[src/rtl/hazard_pkg.sv]
// Shared types and constants for the pipeline hazard sequencer.
// Holds the FSM state encoding, the forwarding select codes and the register index width.
package hazard_pkg;

  localparam int unsigned REG_IDX_W = 5;

  typedef enum logic [1:0] {
    BOOT  = 2'd0,
    RUN   = 2'd1,
    DMISS = 2'd2,
    ERR   = 2'd3
  } state_t;

  typedef logic [1:0] fwd_t;

  localparam fwd_t FWD_RF = 2'b00;
  localparam fwd_t FWD_W  = 2'b01;
  localparam fwd_t FWD_M  = 2'b10;

  // x0 is hardwired to zero, so a match on it must never forward.
  function automatic logic rd_hits(input logic we, input logic [REG_IDX_W-1:0] rd,
                                   input logic [REG_IDX_W-1:0] rs);
    return we && (rd != '0) && (rd == rs);
  endfunction

endpackage

[src/rtl/hazard_ctrl_fwd_sel.sv]
// E-stage operand forwarding select for one source operand; pure combinational, 0 latency.
// No flow control: the result follows the register indices in the same cycle.
module fwd_sel
  import hazard_pkg::*;
(
  input  logic [REG_IDX_W-1:0] Rs,
  input  logic [REG_IDX_W-1:0] RdM,
  input  logic [REG_IDX_W-1:0] RdW,
  input  logic                 RegWriteM,
  input  logic                 RegWriteW,
  output logic [1:0]           Forward
);

  // M holds the younger result, so it takes priority over W.
  always_comb begin
    Forward = FWD_RF;
    if (rd_hits(RegWriteM, RdM, Rs))
      Forward = FWD_M;
    else if (rd_hits(RegWriteW, RdW, Rs))
      Forward = FWD_W;
  end

endmodule

[src/rtl/hazard_ctrl.sv]
// 5-stage RV32I pipeline sequencer: stalls/flushes, forwarding, boot window, D-mem hang detect, perf counters.
// All controls are 0-latency functions of state and inputs; a D-mem wait freezes F..M and bubbles W.
module hazard_ctrl
  import hazard_pkg::*;
#(
  parameter int unsigned BOOT_CYCLES  = 4,
  parameter int unsigned DMEM_TIMEOUT = 256,
  parameter int unsigned CNT_WIDTH    = 32
) (
  input  logic                 clk,
  input  logic                 reset,
  input  logic [REG_IDX_W-1:0] Rs1D,
  input  logic [REG_IDX_W-1:0] Rs2D,
  input  logic [REG_IDX_W-1:0] Rs1E,
  input  logic [REG_IDX_W-1:0] Rs2E,
  input  logic [REG_IDX_W-1:0] RdE,
  input  logic [REG_IDX_W-1:0] RdM,
  input  logic [REG_IDX_W-1:0] RdW,
  input  logic                 ResultSrcE0,
  input  logic                 RegWriteM,
  input  logic                 RegWriteW,
  input  logic                 PCSrcE,
  input  logic                 JALRinstrE,
  input  logic                 imem_ready,
  input  logic                 dmem_req_M,
  input  logic                 dmem_ready,
  output logic                 StallF,
  output logic                 StallD,
  output logic                 StallE,
  output logic                 StallM,
  output logic                 FlushD,
  output logic                 FlushE,
  output logic                 FlushW,
  output logic [1:0]           ForwardAE,
  output logic [1:0]           ForwardBE,
  output logic                 err_timeout,
  output logic [CNT_WIDTH-1:0] stall_cnt,
  output logic [CNT_WIDTH-1:0] flush_cnt
);

  localparam int unsigned BW = (BOOT_CYCLES > 1) ? $clog2(BOOT_CYCLES) : 1;
  localparam int unsigned WW = $clog2(DMEM_TIMEOUT);

  localparam logic [BW-1:0] BOOT_LAST = BW'(BOOT_CYCLES - 1);
  localparam logic [WW-1:0] WAIT_LAST = WW'(DMEM_TIMEOUT - 1);

  state_t        state, state_nxt;
  logic [BW-1:0] boot_cnt, boot_cnt_nxt;
  logic [WW-1:0] wait_cnt, wait_cnt_nxt;
  logic          stall_inc, flush_inc;
  logic          lw, redir, dwait;

  fwd_sel u_fwd_a (
    .Rs        (Rs1E),
    .RdM       (RdM),
    .RdW       (RdW),
    .RegWriteM (RegWriteM),
    .RegWriteW (RegWriteW),
    .Forward   (ForwardAE)
  );

  fwd_sel u_fwd_b (
    .Rs        (Rs2E),
    .RdM       (RdM),
    .RdW       (RdW),
    .RegWriteM (RegWriteM),
    .RegWriteW (RegWriteW),
    .Forward   (ForwardBE)
  );

  assign lw    = ResultSrcE0 && (RdE != '0) && ((RdE == Rs1D) || (RdE == Rs2D));
  assign redir = PCSrcE | JALRinstrE;
  assign dwait = dmem_req_M && !dmem_ready;

  assign err_timeout = (state == ERR);

  always_ff @(posedge clk or posedge reset) begin
    if (reset) begin
      state     <= BOOT;
      boot_cnt  <= '0;
      wait_cnt  <= '0;
      stall_cnt <= '0;
      flush_cnt <= '0;
    end else begin
      state    <= state_nxt;
      boot_cnt <= boot_cnt_nxt;
      wait_cnt <= wait_cnt_nxt;
      if (stall_inc)
        stall_cnt <= stall_cnt + CNT_WIDTH'(1);
      if (flush_inc)
        flush_cnt <= flush_cnt + CNT_WIDTH'(1);
    end
  end

  always_comb begin
    state_nxt    = state;
    boot_cnt_nxt = boot_cnt;
    wait_cnt_nxt = wait_cnt;
    stall_inc    = 1'b0;
    flush_inc    = 1'b0;
    StallF       = 1'b0;
    StallD       = 1'b0;
    StallE       = 1'b0;
    StallM       = 1'b0;
    FlushD       = 1'b0;
    FlushE       = 1'b0;
    FlushW       = 1'b0;

    case (state)
      BOOT: begin
        StallF = 1'b1;
        StallD = 1'b1;
        FlushD = 1'b1;
        FlushE = 1'b1;
        if (boot_cnt == BOOT_LAST) begin
          state_nxt    = RUN;
          boot_cnt_nxt = '0;
        end else begin
          boot_cnt_nxt = boot_cnt + BW'(1);
        end
      end

      RUN, DMISS: begin
        // A stalled M stage freezes everything; any redirect is re-seen once it drains.
        if (dwait) begin
          StallF = 1'b1;
          StallD = 1'b1;
          StallE = 1'b1;
          StallM = 1'b1;
          FlushW = 1'b1;
        end else if (redir) begin
          FlushD    = 1'b1;
          FlushE    = 1'b1;
          flush_inc = 1'b1;
        end else if (lw) begin
          StallF = 1'b1;
          StallD = 1'b1;
          FlushE = 1'b1;
        end else if (!imem_ready) begin
          StallF = 1'b1;
          FlushD = 1'b1;
        end
        stall_inc = StallF;

        if (state == RUN) begin
          if (dwait) begin
            state_nxt    = DMISS;
            wait_cnt_nxt = WW'(1);
          end
        end else if (!dwait) begin
          state_nxt    = RUN;
          wait_cnt_nxt = '0;
        end else if (wait_cnt == WAIT_LAST) begin
          state_nxt = ERR;
        end else begin
          wait_cnt_nxt = wait_cnt + WW'(1);
        end
      end

      ERR: begin
        StallF = 1'b1;
        StallD = 1'b1;
        StallE = 1'b1;
        StallM = 1'b1;
        FlushW = 1'b1;
      end

      default: state_nxt = BOOT;
    endcase
  end

endmodule

[config.mk]
export PLATFORM = sky130hd
export DESIGN_NAME = hazard_ctrl
export DESIGN_NICKNAME = d
export VERILOG_FILES = /design/src/rtl/hazard_pkg.sv /design/src/rtl/hazard_ctrl_fwd_sel.sv /design/src/rtl/hazard_ctrl.sv
export SDC_FILE = /design/constraint.sdc
export NUM_CORES = 1
export LEC_CHECK = 0
export CAP_MARGIN = 0
export CORE_MARGIN = 4
export CORE_UTILIZATION = 36
export CTS_CLUSTER_SIZE = 16
export DETAILED_ROUTE_END_ITERATION = 10
export PLACE_DENSITY = 0.67
export REMOVE_ABC_BUFFERS = 1
export SETUP_SLACK_MARGIN = 0.05
export SLEW_MARGIN = 25
export SYNTH_ARGS = -nofsm -noshare
export SYNTH_HDL_FRONTEND = slang
export SYNTH_SLANG_ARGS = --single-unit
[constraint.sdc]
create_clock -name clk -period 6.1 [get_ports clk]
set_input_delay 0.61 -clock clk [delete_from_list [all_inputs] [get_ports clk]]
set_output_delay 0.61 -clock clk [all_outputs]
set_load 0.02 [all_outputs]
* After elaboration in Yosys (flattened, before gate mapping)
Index checks and enable logic that the tools add are counted.
** Word-level totals
- Output and inout bits :: 76
- Input port bits :: 45
- Register bits after elaboration :: 76
** Operators by class
- Add/subtract/negate cells :: 4
- Mux-type cells :: 37
- Bitwise logic cells :: 1
- Eq/ne operators :: 16
- Reduce and logical (&&, ||, !) cells :: 20
** Operators by type and width (count)
- $add 32x1->32 const B :: 2
- $mux 8 :: 4
- $eq 5x5->1 :: 6
- $mux 1 :: 19
- $mux 2 :: 8
- $reduce_bool 5->1 :: 3
- $pmux 1 s2 :: 5
- $logic_and 1x1->1 :: 9
- $add 8x1->8 const B :: 1
- $eq 8x8->1 const B :: 1
- $eq 2x2->1 const B :: 3
- $ne 3x3->1 const B :: 2
- $ne 2x2->1 const B :: 2
- $ne 4x4->1 const B :: 1
- $pmux 2 s2 :: 1
- $reduce_and 4->1 :: 1
- $reduce_or 2->1 :: 2
- $reduce_and 3->1 :: 1
- $add 2x1->2 const B :: 1
- $eq 2x1->1 const B :: 1
- $logic_not 2->1 :: 1
- $reduce_bool 2->1 :: 1
- $logic_not 1->1 :: 1
- $logic_or 1x1->1 :: 1
- $or 1x1->1 :: 1

* Longest topological paths before layout
Gate-level depths: netlist of run 1.
- Depth in word-level cells :: 7
- Mapped depth :: 9
- Depth with buffers taken out :: 8

* Hierarchy
From an unflattened synthesis of run 1, not the netlist that was laid out.
** Unflattened totals
- Cell total of the unflattened synthesis :: 419
- Area, all modules :: 4249.1 um^2
** Modules (own cells, without submodules)
- hazard_ctrl :: sequential area each 1901.8 um^2, area an instance 3946.3 um^2, cells each 379, instances 1
- fwd_sel :: sequential area each 0.0 um^2, area an instance 151.4 um^2, cells each 20, instances 2

* Worst setup path before layout of run 1
OpenSTA, ideal clock, no wires.
- Path kind :: input to output
- From :: input port RdM[0]
- To :: output port ForwardAE[0]
- Stages :: 4
- Slack :: 3.263 ns
- Arrival time :: 2.227 ns
- Cells stage by stage :: or4_1 > o21ai_0 > nor4_1 > nor4_1
** Between the ends
- Longest elaborated chain between the ends :: 4
- Elaborated cells between the ends (all ways) :: 5
- Those cells by class :: eq/ne: 1; mux: 1; reduce/logical: 3
** RTL lines
- start: declaration :: RTL line hazard_ctrl.sv:17 : input logic [REG_IDX_W-1:0] RdM,
- $reduce_bool 5->1 :: RTL line hazard_pkg.sv:23 : return we && (rd != '0) && (rd == rs);
- $logic_and 1x1->1 :: RTL line hazard_pkg.sv:23
- $logic_and 1x1->1 (*) :: RTL line hazard_pkg.sv:23
- $mux 2 (*) :: RTL line hazard_ctrl_fwd_sel.sv:17 : if (rd_hits(RegWriteM, RdM, Rs))
- end: declaration :: RTL line hazard_ctrl.sv:34 : output logic [1:0] ForwardAE,
Every way passes the cells marked *; elsewhere a longest branch is shown, timed or not.

* Worst setup path after layout of run 1
- From :: input port RdE[1]
- To :: output port FlushD
** Between the ends
- Longest elaborated chain between the ends :: 7
- Elaborated cells between the ends (all ways) :: 10
- Those cells by class :: eq/ne: 2; mux: 4; reduce/logical: 4
** RTL lines
- start: declaration :: RTL line hazard_ctrl.sv:16 : input logic [REG_IDX_W-1:0] RdE,
- $eq 5x5->1 or $reduce_bool 5->1 (tied branches) :: RTL line hazard_ctrl.sv:71 : assign lw = ResultSrcE0 && (RdE != '0) && ((RdE == Rs1D) || (RdE == Rs2D));
- $logic_or 1x1->1 or $logic_and 1x1->1 (tied branches) :: RTL line hazard_ctrl.sv:71
- $logic_and 1x1->1 (*) :: RTL line hazard_ctrl.sv:71
- $mux 1 (*) :: RTL line hazard_ctrl.sv:135 : end else if (lw) begin
- $mux 1 (*) :: RTL line hazard_ctrl.sv:131 : end else if (redir) begin
- $mux 1 (*) :: RTL line hazard_ctrl.sv:125 : if (dwait) begin
- $pmux 1 s2 (*) :: RTL line hazard_ctrl.sv:109 : case (state)
- end: declaration :: RTL line hazard_ctrl.sv:31 : output logic FlushD,
Marks and branches as above.

==> flow_metrics.py, run 1 <==
metrics = {
    "yosys": {
        "synth_warnings": 0,
        "synth-main-ff-cell": "dfrtp_1",
        "synth_top_area_cell": "dfrtp_1",
        "synthTopCellsByArea": "dfrtp_1, xor2_1, xnor2_1",
        "yosysUniqueCellTypes": 43,
        "synth_cells": 429,
        "yosysTopAreaCellShare_pct": 45.37,
        "synth-seq-cells": 76,
        "synth-edff-count": 0,
        "ys_async_sr_fraction_pct": 100.0,
        "avgSynthCellArea_um2": 9.770,
        "ys_seq_area_share_pct": 45.37,
        "netlist_area_um2": 4192,
    },
    "worst_setup_path": {
        "rr_startpoint": "state[0]",
        "path_cells": "clkdlybuf4s50_1 -> or4_1 -> o21ai_1 -> or2_2 -> a21oi_1 -> o31ai_1 -> clkdlybuf4s50_1",
        "critPathLaunch": "RdE[1]",
        "cp.required_ns": 5.49,
        "r2r_slack_ns": 3.14,
        "slowest_delay_ns": 0.64,
        "rr_endpoint": "stall_cnt[8]",
        "critPathMaxFanout": 5,
        "crit_type": "in -> out",
        "crit_end": "FlushD",
        "critical_path_arrival_ns": 3.03,
        "reg2regPathDepth": 7,
        "path_common_cell": "clkdlybuf4s50_1",
        "endpoint_kind": "output port",
        "slowest_stage": "clkdlybuf4s50_1",
        "worstSetupStartpointType": "input pin",
    },
    "clocking": {
        "cts_inserted_buffers": 9,
        "cts-htree-levels": 3,
        "cts_setup_buffers": 0,
        "ctsHoldBuffers": 0,
        "cts_root_buffer": "clkbuf_16",
        "clock_path_buffers": 2,
        "cts_resized": 0,
        "clk_latency_ns": 0.34,
        "cts.sinks": 76,
        "clk_pin_slew_worst_paths_ns": 0.06,
        "cts_tree": "done",
    },
    "detailed_routing": {
        "ant_nets": 0,
        "drc": 0,
        "vias_per_cell": 5.084,
        "dr.pass1.iters": 4,
        "drt_iter0_drc": 287,
        "avgRoutedWirePerCell_um": 14.82,
        "via_count": 3554,
        "wl_um": 10360,
    },
    "sta": {
        "clock_skew_ns": 0.006726,
        "relSlewSlack_pct": 35.32,
        "rsz0062_at_grt": "false",
        "finalSetupTns_ns": 0,
        "hold_viol": 0,
        "report.final.slew_viol_count": 0,
        "finalSetupViolCount": 0,
        "fmax_mhz": 274.8,
        "period_needed_ns": 3.640,
        "fin_crit_sh_pct": 59.67,
        "worstMarginPinSlew_ns": 0.9689,
    },
    "final_layout": {
        "post-route-util_pct": 51.04,
        "final_common_cell": "clkdlybuf4s50_1",
        "diodes": 0,
        "nets": 605,
        "areaGrowthSynthToFinish_pct": 39.04,
        "seqCellArea_um2": 1902,
        "multi_input_area_um2": 2158,
        "drive_gt1_share_pct": 5.935,
        "final_cell_mix": "clkdlybuf4s50_1, dfrtp_1, xor2_1",
        "fillers": 1050,
    },
    "power": {
        "p_total_uw": 1791,
        "p_per_area_nw_per_um2": 307.3,
        "p_leak_uw": 0.002517,
        "ir_drop_v": 0.0001466,
    },
    "grt": {
        "grt_pass1_vias": 3631,
        "antenna_found_initial": 0,
        "grt_max_degree": 77,
        "grt.overflow.total": 0,
        "grtUsageTotal_pct": 15.95,
        "grt_pass1_wl_um": 17200,
    },
    "floorplanning": {
        "die_area_um2": 13430,
        "fp.dieW_um": 115.9,
        "rows": 39,
        "ios": 121,
        "fp.dieH_um": 115.9,
        "initial_core_util_pct": 36.71,
        "coreArea_um2": 11420,
    },
    "job": {
        "drv_cap": 0,
    },
    "placement": {
        "gp_congestion": 0.8285,
        "hpwl_um": 7718,
        "port_buffers": 120,
    },
    "run_status": {
        "status": "finished clean",
    },
    "worst_hold_path": {
        "hold_path_class": "reg -> reg",
    },
}
==> report_power, final <==
group          total [uW]  switching, uW  internal, uW
registers             642           76.4           566
logic                 622            345           278
clock network         527            195           331
==> metrics by stage <==
stage	setup slack [ns]	std cells	instance area [um^2]	hold slack [ns]
after floorplan	3.263	418	4128	0.4717
after global placement	2.487	683	5523	0.4593
after detailed placement	2.454	683	5523	0.4690
after CTS	2.460	699	5824	0.4765
after global routing	2.347	699	5828	0.4996
final	2.460	699	5828	0.4757
==> critical path: cells and delay by family <==
family | cells | cell delay (ns)
AO/OA/AOI/OAI | 3 | 0.56
buffers and inverters | 2 | 1.10
AND/OR/NAND/NOR | 2 | 0.75
==> layout make-up <==
type	instances	share of cell area [%]
clock buffer	16	5.174
multi-input combinational	324	37.03
inverter	18	1.159
tap	143	3.070
sequential	76	32.63
timing repair buffer	122	20.93
==> how the worst min path moves through the flow <==
stage	start	endpoint	slack [ns]	cells past startpoint
4_1_cts	stall_cnt[31]	stall_cnt[31]	0.48	1
3_3_place_gp	flush_cnt[31]	flush_cnt[31]	0.46	1
3_5_place_dp	stall_cnt[31]	stall_cnt[31]	0.47	1
2_1_floorplan	wait_cnt[2]	wait_cnt[2]	0.47	1
6_report	stall_cnt[31]	stall_cnt[31]	0.48	1
5_1_grt	stall_cnt[12]	stall_cnt[12]	0.50	1
==> cell usage after synthesis (2+ instances only) <==
master / n
inv_1: 18
nor4_1: 5
xor2_1: 62
or4_1: 7
buf_4: 3
nor3_1: 15
xnor2_1: 35
nor2_1: 46
or2_2: 4
nand3_1: 22
a21oi_1: 8
ha_1: 9
a2111oi_0: 2
buf_2: 3
dfrtp_1: 76
nor4_2: 6
or3_1: 4
and2_1: 3
nand2_1: 32
and3_1: 7
nand4_1: 20
nand2b_1: 2
o21ai_0: 14
mux2_2: 4
a22oi_1: 2
clkbuf_1: 3
==> layer usage <==
metal,GRT usage (%),share of wire [%]
met3,3.760,7.2
met2,27.08,48
met1,19.51,43
met5,0,0
met4,6.497,1.9
==> state kept, by name (all words and copies together), names as in the netlist <==
signal and flops:
state 2, boot_cnt 2, stall_cnt 32, wait_cnt 8, flush_cnt 32
==> cells by family (layout without fill, tap and decap cells) <==
group	after synthesis	in the layout	share of synthesized area (%)
buffers and inverters	29	156	3.134
muxes	5	5	1.313
AOI/OAI and AO/OA	35	35	5.015
xor gates and xnor gates	97	97	20.27
adders and majority gates	9	9	2.687
and+or+nand+nor	178	178	22.21
DFF	76	76	45.37
(Power assumes the default switching activity.)
==> run 2: changes to the inputs <==
--- a/config.mk
+++ b/config.mk
@@ -10,7 +10,7 @@
 export CORE_UTILIZATION = 36
 export CTS_CLUSTER_SIZE = 16
 export DETAILED_ROUTE_END_ITERATION = 10
-export PLACE_DENSITY = 0.67
+export PLACE_DENSITY = 0.7
 export REMOVE_ABC_BUFFERS = 1
 export SETUP_SLACK_MARGIN = 0.05
 export SLEW_MARGIN = 25
==> constraint.sdc (replaced) <==
create_clock -name clk -period 3.33 [get_ports clk]
set_input_delay 0.333 -clock clk [delete_from_list [all_inputs] [get_ports clk]]
set_output_delay 0.333 -clock clk [all_outputs]
set_load 0.02 [all_outputs]
==> flow_metrics.py, run 2 (same netlist as run 1, synthesis figures left out) <==
metrics = {
    "run_status": {
        "status": "finished clean",
    },
    "placement": {
        "gp_congestion": 0.8575,
        "hpwl_um": 7942,
        "port_buffers": 120,
        "dp_cells": 690,
    },
    "grt": {
        "grt_max_degree": 29,
        "grt.overflow.total": 0,
        "antenna_found_initial": 0,
        "grt_pass1_vias": 3629,
        "grtUsageTotal_pct": 15.70,
        "grt_pass1_wl_um": 17180,
    },
    "clocking": {
        "clock_path_buffers": 2,
        "cts_inserted_buffers": 9,
        "clk_latency_ns": 0.32,
        "clk_pin_slew_worst_paths_ns": 0.06,
        "ctsHoldBuffers": 0,
        "cts_root_buffer": "clkbuf_16",
        "cts_tree": "done",
        "cts.sinks": 76,
        "cts_setup_buffers": 0,
        "cts-htree-levels": 3,
        "cts_resized": 0,
    },
    "worst_hold_path": {
        "hold_path_class": "in -> async",
    },
    "power": {
        "p_per_area_nw_per_um2": 571.2,
        "p_leak_uw": 0.002551,
        "p_total_uw": 3362,
        "ir_drop_v": 0.0002795,
    },
    "sta": {
        "report.final.slew_viol_count": 0,
        "finalSetupViolCount": 0,
        "clock_skew_ns": 0.004732,
        "finalSetupTns_ns": 0,
        "rsz0062_at_grt": "false",
        "worstMarginPinSlew_ns": 0.6727,
        "relSlewSlack_pct": 54.81,
        "hold_viol": 0,
        "fmax_mhz": 330.5,
        "period_needed_ns": 3.026,
        "fin_crit_sh_pct": 90.87,
    },
    "worst_setup_path": {
        "cp.required_ns": 3.00,
        "critPathLaunch": "RdM[0]",
        "critical_path_arrival_ns": 2.69,
        "r2r_slack_ns": 0.57,
        "slowest_delay_ns": 0.66,
        "path_cells": "clkdlybuf4s50_1 -> or4_1 -> o21ai_0 -> nor4_1 -> nor4_1 -> clkdlybuf4s50_1",
        "rr_startpoint": "state[0]",
        "crit_end": "ForwardBE[0]",
        "reg2regPathDepth": 7,
        "crit_type": "in -> out",
        "slowest_stage": "clkdlybuf4s50_1",
        "endpoint_kind": "output port",
        "critPathMaxFanout": 3,
        "rr_endpoint": "flush_cnt[27]",
        "worstSetupStartpointType": "input pin",
    },
    "floorplanning": {
        "fp.dieW_um": 115.9,
        "rows": 39,
        "ios": 121,
        "initial_core_util_pct": 36.71,
        "coreArea_um2": 11420,
        "die_area_um2": 13430,
        "fp.dieH_um": 115.9,
    },
    "detailed_routing": {
        "vias_per_cell": 5.120,
        "wl_um": 10310,
        "via_count": 3615,
        "avgRoutedWirePerCell_um": 14.61,
        "ant_nets": 0,
        "dr.pass1.iters": 4,
        "drc": 0,
        "drt_iter0_drc": 232,
    },
    "final_layout": {
        "final_common_cell": "clkdlybuf4s50_1",
        "drive_gt1_share_pct": 6.927,
        "fillers": 1046,
        "diodes": 0,
        "areaGrowthSynthToFinish_pct": 40.42,
        "reg.largest.list": "flush_cnt: 32 flops, stall_cnt: 32 flops, wait_cnt: 8 flops",
        "nets": 612,
        "final_cell_mix": "clkdlybuf4s50_1, dfrtp_1, xor2_1",
        "seqCellArea_um2": 1902,
        "instances_no_fill": 706,
        "multi_input_area_um2": 2158,
    },
    "job": {
        "drv_cap": 0,
    },
}
[run 2: changes by cell type in the layout (fill, tap and decap cells not counted), sizes merged]
cell	delta
buf	+7
clkinv	+2
clkbuf	-4
bufinv	+2
[run 2: worst min path at each step]
stage                       start       endpoint  cells past startpoint  slack (ns)
finish                      reset  stall_cnt[20]                      2        0.38
global route                reset  flush_cnt[23]                      2        0.42
CTS                         reset  stall_cnt[20]                      2        0.39
detailed placement  stall_cnt[31]  stall_cnt[31]                      1        0.47
global placement    stall_cnt[31]  stall_cnt[31]                      1        0.46
floorplan             wait_cnt[2]    wait_cnt[2]                      1        0.47
[run 2: layer usage]
| layer | up-vias | share of wire, % | track usage (%) |
|---|---|---|---|
| met5 | - | 0 | 0 |
| met4 | 0 | 0.92 | 4.408 |
| met3 | 10 | 7.8 | 4.021 |
| met2 | 117 | 49 | 27.08 |
| met1 | 1755 | 42 | 19.49 |
| li1 | 1733 | - | - |
[run 2: layout make-up]
type / count / share of cell area (%)
multi-input combinational: 324 / 36.67
clock inverter: 4 / 1.254
sequential: 76 / 32.31
timing repair buffer: 129 / 21.56
clock buffer: 12 / 4.018
tap: 143 / 3.040
inverter: 18 / 1.148
[run 2: stage by stage]
step / utilization (%) / hold WS [ns] / cell area, um^2 / setup WS [ns]
floorplan: - / 0.4717 / 4128 / 0.7551
global placement: 48.83 / 0.4584 / 5575 / 0.3538
detailed placement: 48.83 / 0.4687 / 5575 / 0.2701
CTS: 51.54 / 0.3925 / 5886 / 0.2897
global route: 51.54 / 0.4242 / 5886 / 0.1480
finish: 51.54 / 0.3757 / 5886 / 0.3042
[run 2: worst max-delay path: cells and delay by family]
family / cells / cell delay [ns]
simple gates: 3 / 0.96
buf+inv: 2 / 1.14
compound gates: 1 / 0.25
[run 2: power by group]
group | total [uW] | internal [uW] | switching (uW)
sequential | 1160 | 1040 | 123
clock | 1020 | 657 | 360
combinational | 1190 | 533 | 653
==> run 3: changes to the inputs <==
--- a/config.mk
+++ b/config.mk
@@ -6,6 +6,7 @@
 export NUM_CORES = 1
 export LEC_CHECK = 0
 export CAP_MARGIN = 0
+export CORE_ASPECT_RATIO = 1.2
 export CORE_MARGIN = 4
 export CORE_UTILIZATION = 36
 export CTS_CLUSTER_SIZE = 16
==> flow_metrics.py, run 3 (same netlist as run 1, synthesis figures left out) <==
metrics = {
    "placement": {
        "placed_area_um2": 5574,
        "hpwl_um": 7923,
        "gp_congestion": 0.8179,
        "port_buffers": 120,
        "pre_cts_ws_ns": 0.3889,
    },
    "power": {
        "p_int_uw": 2058,
        "p_per_area_nw_per_um2": 549.3,
        "switchingPower_uw": 1152,
        "p_clk_share_pct": 27.8,
        "ir_drop_v": 0.0004108,
        "p_sw_share_pct": 35.88,
        "p_leak_uw": 0.002522,
        "seqPwrFrac_pct": 36.0,
        "comb_power_share_pct": 36.3,
    },
    "sta": {
        "fmax_mhz": 336.8,
        "fin_crit_sh_pct": 89.15,
        "clock_skew_ns": 0.006115,
        "report.final.slew_viol_count": 0,
        "hold_viol": 0,
        "finalSetupViolCount": 0,
        "relSlewSlack_pct": 34.91,
        "finalSetupTns_ns": 0,
        "worstMarginPinSlew_ns": 0.9689,
        "fin_ws_ns": 0.3612,
        "period_needed_ns": 2.969,
        "rsz0062_at_grt": "false",
    },
    "detailed_routing": {
        "drt_iter0_drc": 128,
        "vias_per_cell": 4.973,
        "drc": 0,
        "ant_nets": 0,
        "dr.pass1.iters": 4,
        "wl_um": 10380,
        "avgRoutedWirePerCell_um": 14.52,
        "via_count": 3556,
    },
    "run_status": {
        "status": "finished clean",
    },
    "worst_setup_path": {
        "crit_type": "in -> out",
        "worstSetupStartpointType": "input pin",
        "rr_startpoint": "state[0]",
        "r2r_slack_ns": 0.57,
        "critical_path_arrival_ns": 2.64,
        "slowest_delay_ns": 0.65,
        "path_cells": "clkdlybuf4s50_1 -> or4_1 -> o21ai_0 -> nor4_1 -> nor4_1 -> clkdlybuf4s50_1",
        "critPathMaxFanout": 3,
        "endpoint_kind": "output port",
        "cp.required_ns": 3.00,
        "reg2regPathDepth": 7,
        "slowest_stage": "clkdlybuf4s50_1",
        "rr_endpoint": "flush_cnt[27]",
    },
    "clocking": {
        "cts_root_buffer": "clkbuf_16",
        "cts_setup_buffers": 0,
        "cts-htree-levels": 3,
        "cts_inserted_buffers": 9,
        "clk_pin_slew_worst_paths_ns": 0.06,
        "cts.sinks": 76,
        "cts_tree": "done",
        "clock_path_buffers": 2,
        "clk_latency_ns": 0.33,
        "ctsHoldBuffers": 0,
        "cts_resized": 0,
    },
    "floorplanning": {
        "rows": 42,
        "fp.dieW_um": 106.5,
        "initial_core_util_pct": 37.45,
        "ios": 121,
        "coreArea_um2": 11190,
        "fp.dieH_um": 126.2,
        "die_area_um2": 13440,
    },
    "grt": {
        "grtUsageTotal_pct": 15.84,
        "grt_pass1_vias": 3644,
        "grt_pass1_wl_um": 17460,
        "grt_max_degree": 31,
        "antenna_found_initial": 0,
        "grt.overflow.total": 0,
    },
    "final_layout": {
        "nets": 610,
        "drive_gt1_share_pct": 7.130,
        "design_area_um2": 5843,
        "post-route-util_pct": 52.20,
        "areaGrowthSynthToFinish_pct": 39.40,
        "final_common_cell": "clkdlybuf4s50_1",
        "final_cell_mix": "clkdlybuf4s50_1, dfrtp_1, xor2_1",
        "diodes": 0,
        "fillers": 1038,
        "reg.largest.list": "flush_cnt: 32 flops, stall_cnt: 32 flops, wait_cnt: 8 flops",
    },
    "worst_hold_path": {
        "hold_path_class": "in -> async",
    },
    "job": {
        "drv_cap": 0,
    },
}
==> run 3: worst max path at each step <==
stage / end / cells after the start / slack (ns) / start
final: ForwardBE[0] / 6 / 0.36 / RdM[0]
after global routing: FlushD / 8 / 0.17 / RdE[0]
after CTS: ForwardAE[0] / 6 / 0.38 / RdM[3]
after detailed placement: ForwardAE[0] / 6 / 0.39 / RdM[3]
after global placement: FlushD / 7 / 0.43 / RdE[1]
after floorplan: stall_cnt[8] / 7 / 0.76 / state[0]
==> run 3: stage by stage <==
step | hold WS, ns | std cells | power (uW)
2_1_floorplan | 0.4717 | 418 | 1837
3_3_place_gp | 0.4614 | 699 | 2311
3_5_place_dp | 0.4629 | 699 | 2338
4_1_cts | 0.4389 | 715 | 3248
5_1_grt | 0.4918 | 715 | 3409
6_report | 0.4186 | 715 | 3210
==> run 3: final cells by class <==
type | instances | area, um^2 | area share (%)
tap | 154 | 192.7 | 3.298
clock buffer | 9 | 225.2 | 3.854
timing repair buffer | 127 | 1254 | 21.46
multi-input combinational | 324 | 2158 | 36.94
inverter | 18 | 67.56 | 1.156
clock inverter | 7 | 43.79 | 0.7495
sequential | 76 | 1902 | 32.55
==> run 3: worst max-delay path, delay by kind of cell <==
family	cells	cell delay [ns]
compound gates	1	0.23
buf+inv	2	1.13
simple gates	3	0.93
==> run 3: power groups by stage <==
stage	Sequential (uW)	Combinational, uW	Clock (uW)
2_1_floorplan	1250	587	0
3_3_place_gp	1160	1150	0
3_5_place_dp	1170	1170	0
4_1_cts	1150	1180	916
5_1_grt	1170	1290	948
6_report	1150	1160	891
==> run 3: layer usage <==
layer	part of all wire, %	track usage (%)	up-vias
li1	-	-	1721
met1	44	19.92	1715
met2	48	26.11	104
met3	6.2	3.736	16
met4	2.1	6.622	0
met5	0	0	-
